### config.mk
export PLATFORM = sky130hd
export DESIGN_NAME = branch_predict_resolve_unit
export DESIGN_NICKNAME = d
export VERILOG_FILES = /design/src/rtl/branch_predict_resolve_unit_pkg.sv /design/src/rtl/branch_predict_resolve_unit_compare.sv /design/src/rtl/branch_predict_resolve_unit.sv
export SDC_FILE = /design/constraint.sdc
export NUM_CORES = 2
export LEC_CHECK = 0
export CORE_ASPECT_RATIO = 0.5
export CORE_MARGIN = 2
export CORE_UTILIZATION = 55
export CTS_BUF_LIST = sky130_fd_sc_hd__clkbuf_8
export CTS_CLUSTER_DIAMETER = 120
export CTS_CLUSTER_SIZE = 30
export DETAILED_ROUTE_END_ITERATION = 12
export PLACE_DENSITY = 0.72
export SLEW_MARGIN = 5
export SYNTH_ARGS = -nofsm -noshare
export SYNTH_HDL_FRONTEND = slang
export SYNTH_HIERARCHICAL = 1
export SYNTH_SLANG_ARGS = --single-unit
### constraint.sdc
create_clock -name clk -period 7.4 [get_ports clk]
set_input_delay 1.11 -clock clk [delete_from_list [all_inputs] [get_ports clk]]
set_output_delay 1.11 -clock clk [all_outputs]
set_load 0.02 [all_outputs]
### src/rtl/branch_predict_resolve_unit_pkg.sv
// Shared types for the branch predict/resolve slice: branch control encoding,
// predictor entry layout and the 2-bit saturating counter helpers.
package package_project_typedefs;

  typedef enum logic [3:0] {
    NO_JUMP_BRANCH = 4'd0,
    BRANCH_EQ      = 4'd1,
    BRANCH_NE      = 4'd2,
    BRANCH_LT      = 4'd3,
    BRANCH_GE      = 4'd4,
    BRANCH_LTU     = 4'd5,
    BRANCH_GEU     = 4'd6,
    JUMP_AL        = 4'd7,
    JUMP_ALR       = 4'd8
  } BranchControl;

  localparam logic [1:0] CTR_SNT = 2'b00;
  localparam logic [1:0] CTR_WNT = 2'b01;
  localparam logic [1:0] CTR_WT  = 2'b10;
  localparam logic [1:0] CTR_ST  = 2'b11;

  // Entry layout for the default 32-bit datapath with 8-bit tags.
  localparam int PRED_XLEN  = 32;
  localparam int PRED_TAG_W = 8;

  typedef struct packed {
    logic                  valid;
    logic [PRED_TAG_W-1:0] tag;
    logic [PRED_XLEN-1:0]  target;
    logic [1:0]            ctr;
    logic                  is_jump;
  } pred_entry_t;

  function automatic logic [1:0] ctr_step(input logic [1:0] ctr, input logic taken);
    logic [1:0] nxt;
    nxt = ctr;
    if (taken && (ctr != CTR_ST)) begin
      nxt = ctr + 2'd1;
    end else if (!taken && (ctr != CTR_SNT)) begin
      nxt = ctr - 2'd1;
    end
    return nxt;
  endfunction

endpackage

### src/rtl/branch_predict_resolve_unit_compare.sv
// branch_compare_unit: combinational branch condition and target computation
// for the execute stage, XLEN-wide with wrap-around arithmetic.
module branch_compare_unit
  import package_project_typedefs::*;
#(
  parameter int XLEN = 32
) (
  input  logic         valid,
  input  BranchControl branch_type,
  input  logic [XLEN-1:0] pc,
  input  logic [XLEN-1:0] rs1,
  input  logic [XLEN-1:0] rs2,
  input  logic [XLEN-1:0] imm,
  output logic            taken,
  output logic [XLEN-1:0] target
);

  logic            cond;
  logic [XLEN-1:0] jalr_sum;

  always_comb begin
    cond = 1'b0;
    case (branch_type)
      BRANCH_EQ:          cond = (rs1 == rs2);
      BRANCH_NE:          cond = (rs1 != rs2);
      BRANCH_LT:          cond = ($signed(rs1) <  $signed(rs2));
      BRANCH_GE:          cond = ($signed(rs1) >= $signed(rs2));
      BRANCH_LTU:         cond = (rs1 <  rs2);
      BRANCH_GEU:         cond = (rs1 >= rs2);
      JUMP_AL, JUMP_ALR:  cond = 1'b1;
      default:            cond = 1'b0;
    endcase
  end

  assign taken = valid & cond;

  // JALR targets are register-relative with bit 0 forced low.
  assign jalr_sum = rs1 + imm;
  assign target   = (branch_type == JUMP_ALR) ? (jalr_sum & ~XLEN'(1)) : (pc + imm);

endmodule

### src/rtl/branch_predict_resolve_unit.sv
// Execute-stage branch resolution plus a bimodal predictor with tagged targets.
// Optional BRANCH_PRED_PERF_EN adds saturating branch/mispredict counters.
module branch_predict_resolve_unit
  import package_project_typedefs::*;
#(
  parameter int XLEN    = 32,
  parameter int ENTRIES = 64,
  parameter int TAG_W   = 8
) (
  input  logic            clk,
  input  logic            reset_n,
  input  logic [XLEN-1:0] f_pc,
  output logic            f_pred_taken,
  output logic [XLEN-1:0] f_pred_target,
  input  logic            ex_valid,
  input  logic [XLEN-1:0] ex_pc,
  input  BranchControl    ex_branch_type,
  input  logic [XLEN-1:0] ex_rs1,
  input  logic [XLEN-1:0] ex_rs2,
  input  logic [XLEN-1:0] ex_imm,
  input  logic            ex_pred_taken,
  input  logic [XLEN-1:0] ex_pred_target,
  output logic            branch_decision,
  output logic [XLEN-1:0] branch_target,
  output logic            mispredict,
  output logic [XLEN-1:0] redirect_pc
`ifdef BRANCH_PRED_PERF_EN
  ,
  output logic [31:0]     perf_branches,
  output logic [31:0]     perf_mispredicts
`endif
);

  localparam int IDX_W = $clog2(ENTRIES);
  localparam int TAG_LO = IDX_W + 2;

  typedef struct packed {
    logic             valid;
    logic [TAG_W-1:0] tag;
    logic [XLEN-1:0]  target;
    logic [1:0]       ctr;
    logic             is_jump;
  } entry_t;

  logic             valid_q  [ENTRIES];
  logic [TAG_W-1:0] tag_q    [ENTRIES];
  logic [XLEN-1:0]  target_q [ENTRIES];
  logic [1:0]       ctr_q    [ENTRIES];
  logic             jump_q   [ENTRIES];

  logic [IDX_W-1:0] f_idx, ex_idx;
  logic [TAG_W-1:0] f_tag, ex_tag;
  entry_t           f_entry;
  logic             f_hit;

  logic             ex_qual, ex_is_jump, ex_hit;
  logic             mis_next;
  logic [XLEN-1:0]  redirect_next;
  logic             wr_en, wr_tgt_en, wr_jump;
  logic [1:0]       wr_ctr;

  assign f_idx  = f_pc[IDX_W+1:2];
  assign f_tag  = f_pc[TAG_LO+TAG_W-1:TAG_LO];
  assign ex_idx = ex_pc[IDX_W+1:2];
  assign ex_tag = ex_pc[TAG_LO+TAG_W-1:TAG_LO];

  // Lookup reads the registered table only, so a same-cycle update is not visible.
  assign f_entry       = '{valid_q[f_idx], tag_q[f_idx], target_q[f_idx], ctr_q[f_idx], jump_q[f_idx]};
  assign f_hit         = f_entry.valid && (f_entry.tag == f_tag);
  assign f_pred_taken  = f_hit && (f_entry.is_jump || f_entry.ctr[1]);
  assign f_pred_target = f_pred_taken ? f_entry.target : (f_pc + XLEN'(4));

  branch_compare_unit #(
    .XLEN(XLEN)
  ) u_compare (
    .valid       (ex_valid),
    .branch_type (ex_branch_type),
    .pc          (ex_pc),
    .rs1         (ex_rs1),
    .rs2         (ex_rs2),
    .imm         (ex_imm),
    .taken       (branch_decision),
    .target      (branch_target)
  );

  assign ex_qual    = ex_valid && (ex_branch_type != NO_JUMP_BRANCH);
  assign ex_is_jump = (ex_branch_type == JUMP_AL) || (ex_branch_type == JUMP_ALR);
  assign ex_hit     = valid_q[ex_idx] && (tag_q[ex_idx] == ex_tag);

  assign mis_next = (branch_decision != ex_pred_taken) ||
                    (branch_decision && ex_pred_taken && (branch_target != ex_pred_target));
  assign redirect_next = branch_decision ? branch_target : (ex_pc + XLEN'(4));

  // Jumps always (re)write as strongly taken; branches train on hit, allocate on taken miss.
  always_comb begin
    wr_en     = 1'b0;
    wr_tgt_en = 1'b0;
    wr_jump   = 1'b0;
    wr_ctr    = ctr_q[ex_idx];
    if (ex_qual) begin
      if (ex_is_jump) begin
        wr_en     = 1'b1;
        wr_tgt_en = 1'b1;
        wr_jump   = 1'b1;
        wr_ctr    = CTR_ST;
      end else if (ex_hit) begin
        wr_en     = 1'b1;
        wr_tgt_en = branch_decision;
        wr_ctr    = ctr_step(ctr_q[ex_idx], branch_decision);
      end else if (branch_decision) begin
        wr_en     = 1'b1;
        wr_tgt_en = 1'b1;
        wr_ctr    = CTR_WT;
      end
    end
  end

  always_ff @(posedge clk or negedge reset_n) begin
    if (!reset_n) begin
      for (int i = 0; i < ENTRIES; i++) begin
        valid_q[i] <= 1'b0;
        ctr_q[i]   <= CTR_WNT;
        jump_q[i]  <= 1'b0;
      end
    end else if (wr_en) begin
      valid_q[ex_idx] <= 1'b1;
      ctr_q[ex_idx]   <= wr_ctr;
      jump_q[ex_idx]  <= wr_jump;
    end
  end

  // Tags and targets are meaningless while valid is clear, so they need no reset.
  always_ff @(posedge clk) begin
    if (wr_tgt_en) begin
      tag_q[ex_idx]    <= ex_tag;
      target_q[ex_idx] <= branch_target;
    end
  end

  always_ff @(posedge clk or negedge reset_n) begin
    if (!reset_n) begin
      mispredict  <= 1'b0;
      redirect_pc <= '0;
    end else begin
      mispredict <= ex_qual && mis_next;
      if (ex_qual && mis_next) begin
        redirect_pc <= redirect_next;
      end
    end
  end

`ifdef BRANCH_PRED_PERF_EN
  always_ff @(posedge clk or negedge reset_n) begin
    if (!reset_n) begin
      perf_branches    <= '0;
      perf_mispredicts <= '0;
    end else begin
      if (ex_qual && (perf_branches != '1)) begin
        perf_branches <= perf_branches + 32'd1;
      end
      if (ex_qual && mis_next && (perf_mispredicts != '1)) begin
        perf_mispredicts <= perf_mispredicts + 32'd1;
      end
    end
  end
`endif

endmodule

==> flow_summary.json <==
{
  "worstPathArrival_ps": 6120,
  "ys.warnings.count": 6,
  "grt_pass1_wl_mm": 511.9,
  "core_um2": 221300,
  "cts_max_path_buffers": 3,
  "ctsRootBufferMaster": "clkbuf_8",
  "vias": 68310,
  "yosys-top-cells-area": "edfxtp_1 63%, mux4_2 17%, dfrtp_1 4.6%, mux2_2 2.3%, dfstp_2 1.4%",
  "drt_pass1_iterations": 8,
  "initial_utilization_pct": 55.34,
  "syn_inst": 6177,
  "cts_resized": 0,
  "synth_largest_area_cell": "edfxtp_1",
  "power.density_nw_per_um2": 211.5,
  "synth_area_um2": 122500,
  "min-delay-path-class": "in -> async",
  "crit_required_ps": 6290,
  "postPlaceCellArea_um2": 132400,
  "syn_to_final_growth_pct": 9.591,
  "grt_pass1_vias": 66550,
  "clk_latency_ps": 1020,
  "status": "completed",
  "leakage_nw": 44.04,
  "startpoint_type": "primary input",
  "critical_path_class": "in -> out",
  "power_frac_clock_pct": 20.9,
  "cts_setup_buffers": 0,
  "drt_iter0_drc": 11390,
  "synth-seq-cells": 2849,
  "setup_tns_ps": 0,
  "p_seq_share_pct": 64.9,
  "post-synth-top-count-cell": "edfxtp_1",
  "detail_route.vias_per_cell": 7.107,
  "stdcell_area_um2": 134200,
  "cts.htree.levels": 3,
  "setup_violations": 0,
  "startpoint": "f_pc[3]",
  "die_y_um": 337.7,
  "holdBufCountCts": 0,
  "switchingPower_mw": 7.323,
  "crit_chain": "buf_8 > buf_4 > mux4_2 > mux4_2 > mux4_2 > xnor2_1 > nand2_1 > nor4_2 > buf_4 > clkdlybuf4s50_1",
  "syn_nets": 6477,
  "port_buffers": 298,
  "synth_common_cells": "2,560 x edfxtp_1, 929 x mux4_2, 247 x mux2_2, 225 x dfrtp_1, 171 x clkbuf_1",
  "grtUsageTotal_pct": 32.29,
  "wl_per_cell_um": 38.24,
  "gr-total-overflow": 0,
  "place.gp.congestion": 0.9839,
  "synth_cell_types": 94,
  "die-area_um2": 226700,
  "antenna_found_initial": 31,
  "drc": 0,
  "nNetsFinal": 6860,
  "n_fill_cell": 15370,
  "p_int_mw": 21.07,
  "crit_fanout": 99,
  "yosysSeqAreaShare_pct": 68.74,
  "worstSetupEndpointType": "output port",
  "synth_top_area_share_pct": 62.77,
  "maxCapViolCount": 0,
  "fin_total_pwr_mw": 28.39,
  "ios": 299,
  "period_needed_ps": 7225,
  "tritoncts": "done",
  "synthFlopType": "edfxtp_1",
  "p_sw_share_pct": 25.79,
  "wirelength_mm": 367.6,
  "synth_edf_count": 2560,
  "cp_common_cell": "mux4_2",
  "comb_power_share_pct": 14.2,
  "ant_nets": 0,
  "setup.worst_path.end": "f_pred_taken",
  "crit_slowest_cell": "nor4_2",
  "syn_area_per_cell_um2": 19.83,
  "rrSetupSlack_ps": 2770,
  "rsz0062_at_grt": "false",
  "grt_max_degree": 163,
  "fmax_ghz": 0.1384,
  "die_x_um": 671.4,
  "clk_pin_slew_ps": 180,
  "post-route-period-util_pct": 97.64,
  "finalHoldViolCount": 0,
  "reg2regPathDepth": 13,
  "irDropWorstVdd_mv": 0.1587,
  "cts-buffers-inserted": 105,
  "critPathMaxStageDelay_ps": 780,
  "fin_skew_ps": 114.8,
  "timing.rr.start": "tag_q[47][5]",
  "max-slew-margin-rel_pct": 27.03,
  "synth-async-reset-ratio_pct": 10.14,
  "r2r-end": "jump_q[54]",
  "cts.sinks": 2849,
  "worst_pin_slew_ps": 1095,
  "drive_gt1_share_pct": 30.21,
  "dp_hpwl_mm": 231.1,
  "slew_viol_final": 0,
  "row_count": 122
}
-- through the flow --
stage                     instances  setup WS, ps  hold WS (ps)  utilization, %
after CTS                      9590         405.1         178.2           60.62
final                          9612         174.7         133.6           60.64
after global placement         9429        -19.34         467.0           59.83
after floorplan                6177         26.37         450.2               -
after global routing           9604         129.2         249.5           60.63
after detailed placement       9429         437.2         472.9           59.83
-- state kept, by name, summed over array words and instances, names as in the netlist --
register,cells
tag_q,512
jump_q,64
valid_q,64
target_q,2048
ctr_q,128
redirect_pc,32
mispredict,1
-- worst min-delay path by stage --
stage | startpoint | end | slack [ps] | depth (start not counted)
after floorplan | valid_q[26] | valid_q[26] | 450 | 1
after global placement | valid_q[26] | valid_q[26] | 470 | 1
after detailed placement | valid_q[49] | valid_q[49] | 470 | 1
after CTS | reset_n | valid_q[56] | 180 | 1
after global routing | reset_n | valid_q[62] | 250 | 1
final | reset_n | valid_q[62] | 130 | 1
-- layer usage --
| metal | vias to the layer above | global-route usage, % | part of all wire [%] |
|---|---|---|---|
| met3 | 740 | 8.446 | 13 |
| met4 | 12 | 12.51 | 4.4 |
| met2 | 5051 | 48.12 | 45 |
| met5 | - | 0 | 0.021 |
| met1 | 36220 | 46.36 | 38 |
| li1 | 26290 | - | - |
-- power by group through the flow --
stage	sequential [mW]	clock, mW	combinational (mW)
floorplan	18.9	0	2.06
global placement	18.8	0	3.85
detailed placement	18.8	0	3.96
CTS	18.4	5.98	3.96
global route	18.5	6.48	4.20
finish	18.4	5.93	4.03
-- kinds of logic after synthesis --
kind of cell	share of synthesized area (%)
adder cells (fa/ha/maj)	1.034
XOR/XNOR	1.058
AND/OR/NAND/NOR	3.535
buffers and inverters	1.603
multiplexers	20.66
AO/OA/AOI/OAI	3.370
flip-flops	68.74
-- cells in the final DEF (no fill, tap or decap), drive strengths merged, types with 71 or more instances in the layout --
cell type,instances
nand2,165
dfrtp,225
clkdlybuf4s50,276
buf,360
xnor2,100
or2,71
inv,117
nor3,71
mux4,929
clkbuf,106
o21ai,150
ha,98
mux2,274
a21oi,119
edfxtp,2560
nor2,157
mux2i,130
-- cell type report --
cell class / count / area, um^2 / share of cell area, %
clock inverters: 56 / 299.0 / 0.2228
well taps: 2976 / 3724 / 2.774
repair buffers: 637 / 6993 / 5.210
diodes: 22 / 55.05 / 0.04102
multi-input cells: 2902 / 37280 / 27.77
inverters: 65 / 244.0 / 0.1818
flip-flops and latches: 2849 / 84190 / 62.72
clock buffers: 105 / 1445 / 1.077
-- worst max-delay path: cells and delay by family --
| family | cells | cell delay [ps] |
|---|---|---|
| buf+inv | 4 | 1950 |
| mux | 3 | 1380 |
| simple gates | 2 | 940 |
| xor+xnor | 1 | 600 |
Power figures use the tool's default switching activity.
